`config.mk`:
```
export PLATFORM = sky130hd
export DESIGN_NAME = axi4_lite_master_if
export DESIGN_NICKNAME = d
export VERILOG_FILES = /design/src/rtl/axi4_lite_master_if_pkg.sv /design/src/rtl/axi4_lite_master_if_timeout_cnt.sv /design/src/rtl/axi4_lite_master_if.sv
export SDC_FILE = /design/constraint.sdc
export NUM_CORES = 1
export LEC_CHECK = 0
export BUFFER_PORTS_ARGS = -buffer_cell sky130_fd_sc_hd__buf_4
export CAP_MARGIN = 20
export CORE_MARGIN = 8
export CORE_UTILIZATION = 32
export CTS_CLUSTER_DIAMETER = 200
export CTS_CLUSTER_SIZE = 14
export DETAILED_ROUTE_END_ITERATION = 6
export GPL_TIMING_DRIVEN = 0
export PLACE_DENSITY_LB_ADDON = 0.3
export SLEW_MARGIN = 10
export SYNTH_ARGS = -nofsm -noshare
export SYNTH_HDL_FRONTEND = slang
export SYNTH_SLANG_ARGS = --single-unit
```
`constraint.sdc`:
```
create_clock -name ACLK -period 4.1 [get_ports ACLK]
set_input_delay 0.615 -clock ACLK [delete_from_list [all_inputs] [get_ports ACLK]]
set_output_delay 0.615 -clock ACLK [all_outputs]
set_load 0.05 [all_outputs]
```
`src/rtl/axi4_lite_master_if_pkg.sv`:
```
// axi4_lite_Defs: bus widths, FSM state type and response codes
// shared by the AXI4-Lite master and its watchdog.
package axi4_lite_Defs;

   localparam int Addr_Width = 32;
   localparam int Data_Width = 32;

   localparam logic [1:0] OKAY   = 2'b00;
   localparam logic [1:0] SLVERR = 2'b10;
   localparam logic [1:0] DECERR = 2'b11;

   typedef enum logic [2:0] {
      IDLE,
      WR_REQ,
      WR_RESP,
      RD_REQ,
      RD_DATA,
      DONE
   } state_t;

endpackage

```
`src/rtl/axi4_lite_master_if_timeout_cnt.sv`:
```
// axi4_lite_timeout_cnt: per-state watchdog for the AXI4-Lite master,
// used only when AXI4_LITE_MASTER_TIMEOUT_EN is defined.
module axi4_lite_timeout_cnt #(
   parameter int TIMEOUT_CYCLES = 256
) (
   input  logic clk,
   input  logic rst,
   input  logic clear,
   input  logic active,
   output logic expired
);

   localparam int CW = $clog2(TIMEOUT_CYCLES + 1);

   logic [CW-1:0] cnt_q;

   // saturates so a stalled master cannot wrap back to "not expired"
   always_ff @(posedge clk or posedge rst) begin
      if (rst)
         cnt_q <= '0;
      else if (clear)
         cnt_q <= '0;
      else if (active && !expired)
         cnt_q <= cnt_q + 1'b1;
   end

   assign expired = (cnt_q == CW'(TIMEOUT_CYCLES - 1));

endmodule

```
`src/rtl/axi4_lite_master_if.sv`:
```
// axi4_lite_master_if: single-outstanding AXI4-Lite master.
// Optional watchdog enabled by defining AXI4_LITE_MASTER_TIMEOUT_EN.
module axi4_lite_master_if #(
   parameter int Addr_Width     = axi4_lite_Defs::Addr_Width,
   parameter int Data_Width     = axi4_lite_Defs::Data_Width,
   parameter int TIMEOUT_CYCLES = 256
) (
   input  logic                    ACLK,
   input  logic                    ARESET,
   input  logic                    cmd_valid,
   output logic                    cmd_ready,
   input  logic                    cmd_write,
   input  logic [Addr_Width-1:0]   cmd_addr,
   input  logic [Data_Width-1:0]   cmd_wdata,
   input  logic [Data_Width/8-1:0] cmd_wstrb,
   output logic                    rsp_valid,
   output logic [Data_Width-1:0]   rsp_rdata,
   output logic [1:0]              rsp_resp,
`ifdef AXI4_LITE_MASTER_TIMEOUT_EN
   output logic                    timeout_flag,
`endif
   output logic [Addr_Width-1:0]   AWADDR,
   output logic                    AWVALID,
   input  logic                    AWREADY,
   output logic [Data_Width-1:0]   WDATA,
   output logic [Data_Width/8-1:0] WSTRB,
   output logic                    WVALID,
   input  logic                    WREADY,
   input  logic [1:0]              BRESP,
   input  logic                    BVALID,
   output logic                    BREADY,
   output logic [Addr_Width-1:0]   ARADDR,
   output logic                    ARVALID,
   input  logic                    ARREADY,
   input  logic [Data_Width-1:0]   RDATA,
   input  logic [1:0]              RRESP,
   input  logic                    RVALID,
   output logic                    RREADY
);

   import axi4_lite_Defs::*;

   state_t state_q, state_d;

   logic aw_done_q, aw_done_d;
   logic w_done_q, w_done_d;

   logic [Addr_Width-1:0]   addr_q;
   logic [Data_Width-1:0]   wdata_q;
   logic [Data_Width/8-1:0] wstrb_q;
   logic [Data_Width-1:0]   rdata_q, rdata_d;
   logic [1:0]              resp_q, resp_d;

   logic accept;

   assign accept = cmd_valid && (state_q == IDLE);

`ifdef AXI4_LITE_MASTER_TIMEOUT_EN
   logic expired;
   logic to_q, to_d;

   axi4_lite_timeout_cnt #(
      .TIMEOUT_CYCLES(TIMEOUT_CYCLES)
   ) u_wdog (
      .clk    (ACLK),
      .rst    (ARESET),
      .clear  (state_d != state_q),
      .active (state_q != IDLE),
      .expired(expired)
   );

   always_ff @(posedge ACLK or posedge ARESET) begin
      if (ARESET)
         to_q <= 1'b0;
      else
         to_q <= to_d;
   end

   assign timeout_flag = (state_q == DONE) && to_q;
`endif

   always_ff @(posedge ACLK or posedge ARESET) begin
      if (ARESET) begin
         state_q   <= IDLE;
         aw_done_q <= 1'b0;
         w_done_q  <= 1'b0;
         addr_q    <= '0;
         wdata_q   <= '0;
         wstrb_q   <= '0;
         rdata_q   <= '0;
         resp_q    <= OKAY;
      end else begin
         state_q   <= state_d;
         aw_done_q <= aw_done_d;
         w_done_q  <= w_done_d;
         rdata_q   <= rdata_d;
         resp_q    <= resp_d;
         if (accept) begin
            addr_q  <= cmd_addr;
            wdata_q <= cmd_wdata;
            wstrb_q <= cmd_wstrb;
         end
      end
   end

   always_comb begin
      state_d   = state_q;
      aw_done_d = aw_done_q;
      w_done_d  = w_done_q;
      rdata_d   = rdata_q;
      resp_d    = resp_q;
`ifdef AXI4_LITE_MASTER_TIMEOUT_EN
      to_d      = 1'b0;
`endif
      unique case (state_q)
         IDLE: begin
            if (cmd_valid) begin
               aw_done_d = 1'b0;
               w_done_d  = 1'b0;
               state_d   = cmd_write ? WR_REQ : RD_REQ;
            end
         end
         // AW and W complete independently, in either order or together
         WR_REQ: begin
            if (AWREADY)
               aw_done_d = 1'b1;
            if (WREADY)
               w_done_d = 1'b1;
            if (aw_done_d && w_done_d)
               state_d = WR_RESP;
         end
         WR_RESP: begin
            if (BVALID) begin
               rdata_d = '0;
               resp_d  = BRESP;
               state_d = DONE;
            end
         end
         RD_REQ: begin
            if (ARREADY)
               state_d = RD_DATA;
         end
         RD_DATA: begin
            if (RVALID) begin
               rdata_d = RDATA;
               resp_d  = RRESP;
               state_d = DONE;
            end
         end
         DONE:    state_d = IDLE;
         default: state_d = IDLE;
      endcase
`ifdef AXI4_LITE_MASTER_TIMEOUT_EN
      // a normal completion on the same edge wins over the watchdog
      if (expired && (state_d == state_q) &&
          (state_q != IDLE) && (state_q != DONE)) begin
         state_d = DONE;
         rdata_d = '0;
         resp_d  = SLVERR;
         to_d    = 1'b1;
      end
`endif
   end

   assign cmd_ready = (state_q == IDLE);
   assign rsp_valid = (state_q == DONE);
   assign rsp_rdata = rdata_q;
   assign rsp_resp  = resp_q;

   // VALIDs decode from the async-reset state, so reset drops them at once
   assign AWVALID = (state_q == WR_REQ) && !aw_done_q;
   assign WVALID  = (state_q == WR_REQ) && !w_done_q;
   assign BREADY  = (state_q == WR_RESP);
   assign ARVALID = (state_q == RD_REQ);
   assign RREADY  = (state_q == RD_DATA);

   assign AWADDR = addr_q;
   assign ARADDR = addr_q;
   assign WDATA  = wdata_q;
   assign WSTRB  = wstrb_q;

endmodule

```
==> out/metrics.csv <==
metric,value,unit
status,"finished, final reports clean",
hpwl,10.17,mm
synthArstFlopShare,1.000,
report.final.hold_viol_count,0,
area_delta_synth_final,56.36,%
synth_top_area_frac,0.6141,
wl_per_cell,16.93,um
clockBufferDepth,2,
min_period,2.275,ns
synth_edf_count,0,
setup_viol,0,
worstMarginPinSlew,0.4255,ns
antenna_found_initial,0,
vias_per_cell,4.474,
hp-class,in -> async,
first_iter_violations,83,
cpMostUsedCell,nor2_1,
grt_max_degree,63,
reg2reg_to,WDATA[12],
fill_cells,1189,
die_area,17620,sq um
postCtsSetupBuffers,0,
drv_cap,0,
clk_pin_slew_worst_paths,0.07,ns
row_count,42,
r2r-start,state_q[2],
avgSynthCellArea,14.68,sq um
grt_usage,0.1433,
seq_area_frac_synth,0.6141,
grt_pass1_wl,20.27,mm
htreeDepth,3,
setup.worst_path.start_class,flop,
synth_area_leaders,"dfrtp_1, mux2_2, buf_4",
first_pass_iters,4,
reg2reg_setup_slack,2.29,ns
fin_skew,0.005444,ns
synth.distinct_cells,30,
crit_family,buffers and inverters,
detail-route-antenna-nets,0,
synth_most_common_cell,dfrtp_1,
core,13300,sq um
die-width,132.7,um
max_slew_margin,0.7163,
grt_pass1_vias,3761,
crit_type,reg -> out,
ys_ff_latch,107,
reg2regPathDepth,7,
fin_crit_sh,0.5548,
antennaDiodeCount,0,
synth_commonest_cells,"dfrtp_1, mux2_2, buf_4, a22o_1, mux2_1",
insertion_delay,0.34,ns
drc_errors,0,
crit_fanout,10,
max_freq,439.7,MHz
synth-warning-count,0,
drive_gt1_frac,0.6578,
port_buffers,253,
dieHeight,132.7,um
crit_chain,clkbuf_1 > nor2_1 > nand2_1 > nor2_1 > buf_4,
hold_buffers,0,
via_count,3324,
slew_viol_final,0,
crit_buf_inv,2,
cts_resized,0,
endpoint_kind,output port,
syn_inst,297,
synth_nets,410,
synth_top_flop_cell,dfrtp_1,
finalNetCount,675,
synth_top_area_cell,dfrtp_1,
worstPathArrival,1.66,ns
cts_root_buf,clkbuf_16,
cts_sinks,107,
start_util,0.3280,
tritoncts,done,
cp_slowest_cell,dfrtp_1,
route.final.wire_length,12.58,mm
worstPathRequired,3.48,ns
cts_made_buffers,9,
synth_area,4360,sq um
cp_slowest_stage_delay,0.44,ns
gp_congestion,0.7802,
place_ws,2.167,ns
setup_slack,1.825,ns
grt_overflow,0,
io_pins,254,
rsz0062_at_grt,false,
cell families after synthesis:
group           synth area share
simple gates             0.02525
mux                       0.1908
compound gates           0.08408
flops                     0.6141
buf+inv                  0.08579
flip-flops by register name, summed over array words and instances, names as in the netlist:
name and cells:
aw_done_q 1, state_q 3, WDATA 32, w_done_q 1, rsp_rdata 32, rsp_resp 2
WSTRB 4, ARADDR 32
through the flow:
stage	utilization	TNS (ns)	hold slack, ns	area (sq um)	std cells
6_report	0.5128	0	0.2854	6818	743
5_1_grt	0.5128	0	0.3020	6818	743
4_1_cts	0.5128	0	0.2832	6818	743
3_5_place_dp	0.4898	0	0.4774	6513	727
3_3_place_gp	0.4874	-56.42	0.4700	6480	726
2_1_floorplan	-	0	0.5331	4360	297
routing by layer:
metal | wire length [um] | vias to the layer above | track usage
met5 | 0 | - | 0
met4 | 119 | 0 | 0.04543
met3 | 1120 | 10 | 0.05867
met2 | 6489 | 146 | 0.2508
met1 | 4847 | 1613 | 0.1541
li1 | - | 1555 | -
cell usage in the layout, fill, tap and decap left out, types with 5 or more instances in the layout:
master,synthesis,layout
clkbuf_1,5,6
clkbuf_16,0,9
mux2_2,53,53
dfrtp_1,107,107
mux2_1,20,20
a22o_1,32,32
buf_2,5,5
nor2_1,6,6
buf_4,38,291
a21oi_1,5,5
final cells by class:
cell class | instances | area (sq um) | share of cell area
buffer | 51 | 366.6 | 0.05377
clock buffer | 12 | 256.5 | 0.03762
clock inverter | 4 | 48.80 | 0.007157
inverter | 2 | 12.51 | 0.001835
multi-input combinational | 137 | 1309 | 0.1920
sequential | 107 | 2678 | 0.3927
tap | 176 | 220.2 | 0.03230
timing repair buffer | 254 | 1927 | 0.2826
how the worst max path moves through the flow:
| stage | end | cells past startpoint | slack [ns] | start |
|---|---|---|---|---|
| 2_1_floorplan | ARADDR[0] | 1 | 0.67 | ARESET |
| 3_3_place_gp | WDATA[12] | 2 | -0.53 | ARESET |
| 3_5_place_dp | rsp_rdata[24] | 6 | 2.17 | RVALID |
| 4_1_cts | WVALID | 5 | 1.80 | state_q[1] |
| 5_1_grt | AWVALID | 5 | 1.68 | state_q[1] |
| 6_report | WVALID | 5 | 1.83 | state_q[1] |
Power is not shown: default switching activity piles up to over one toggle a cycle in this logic, so the estimate is an artifact.
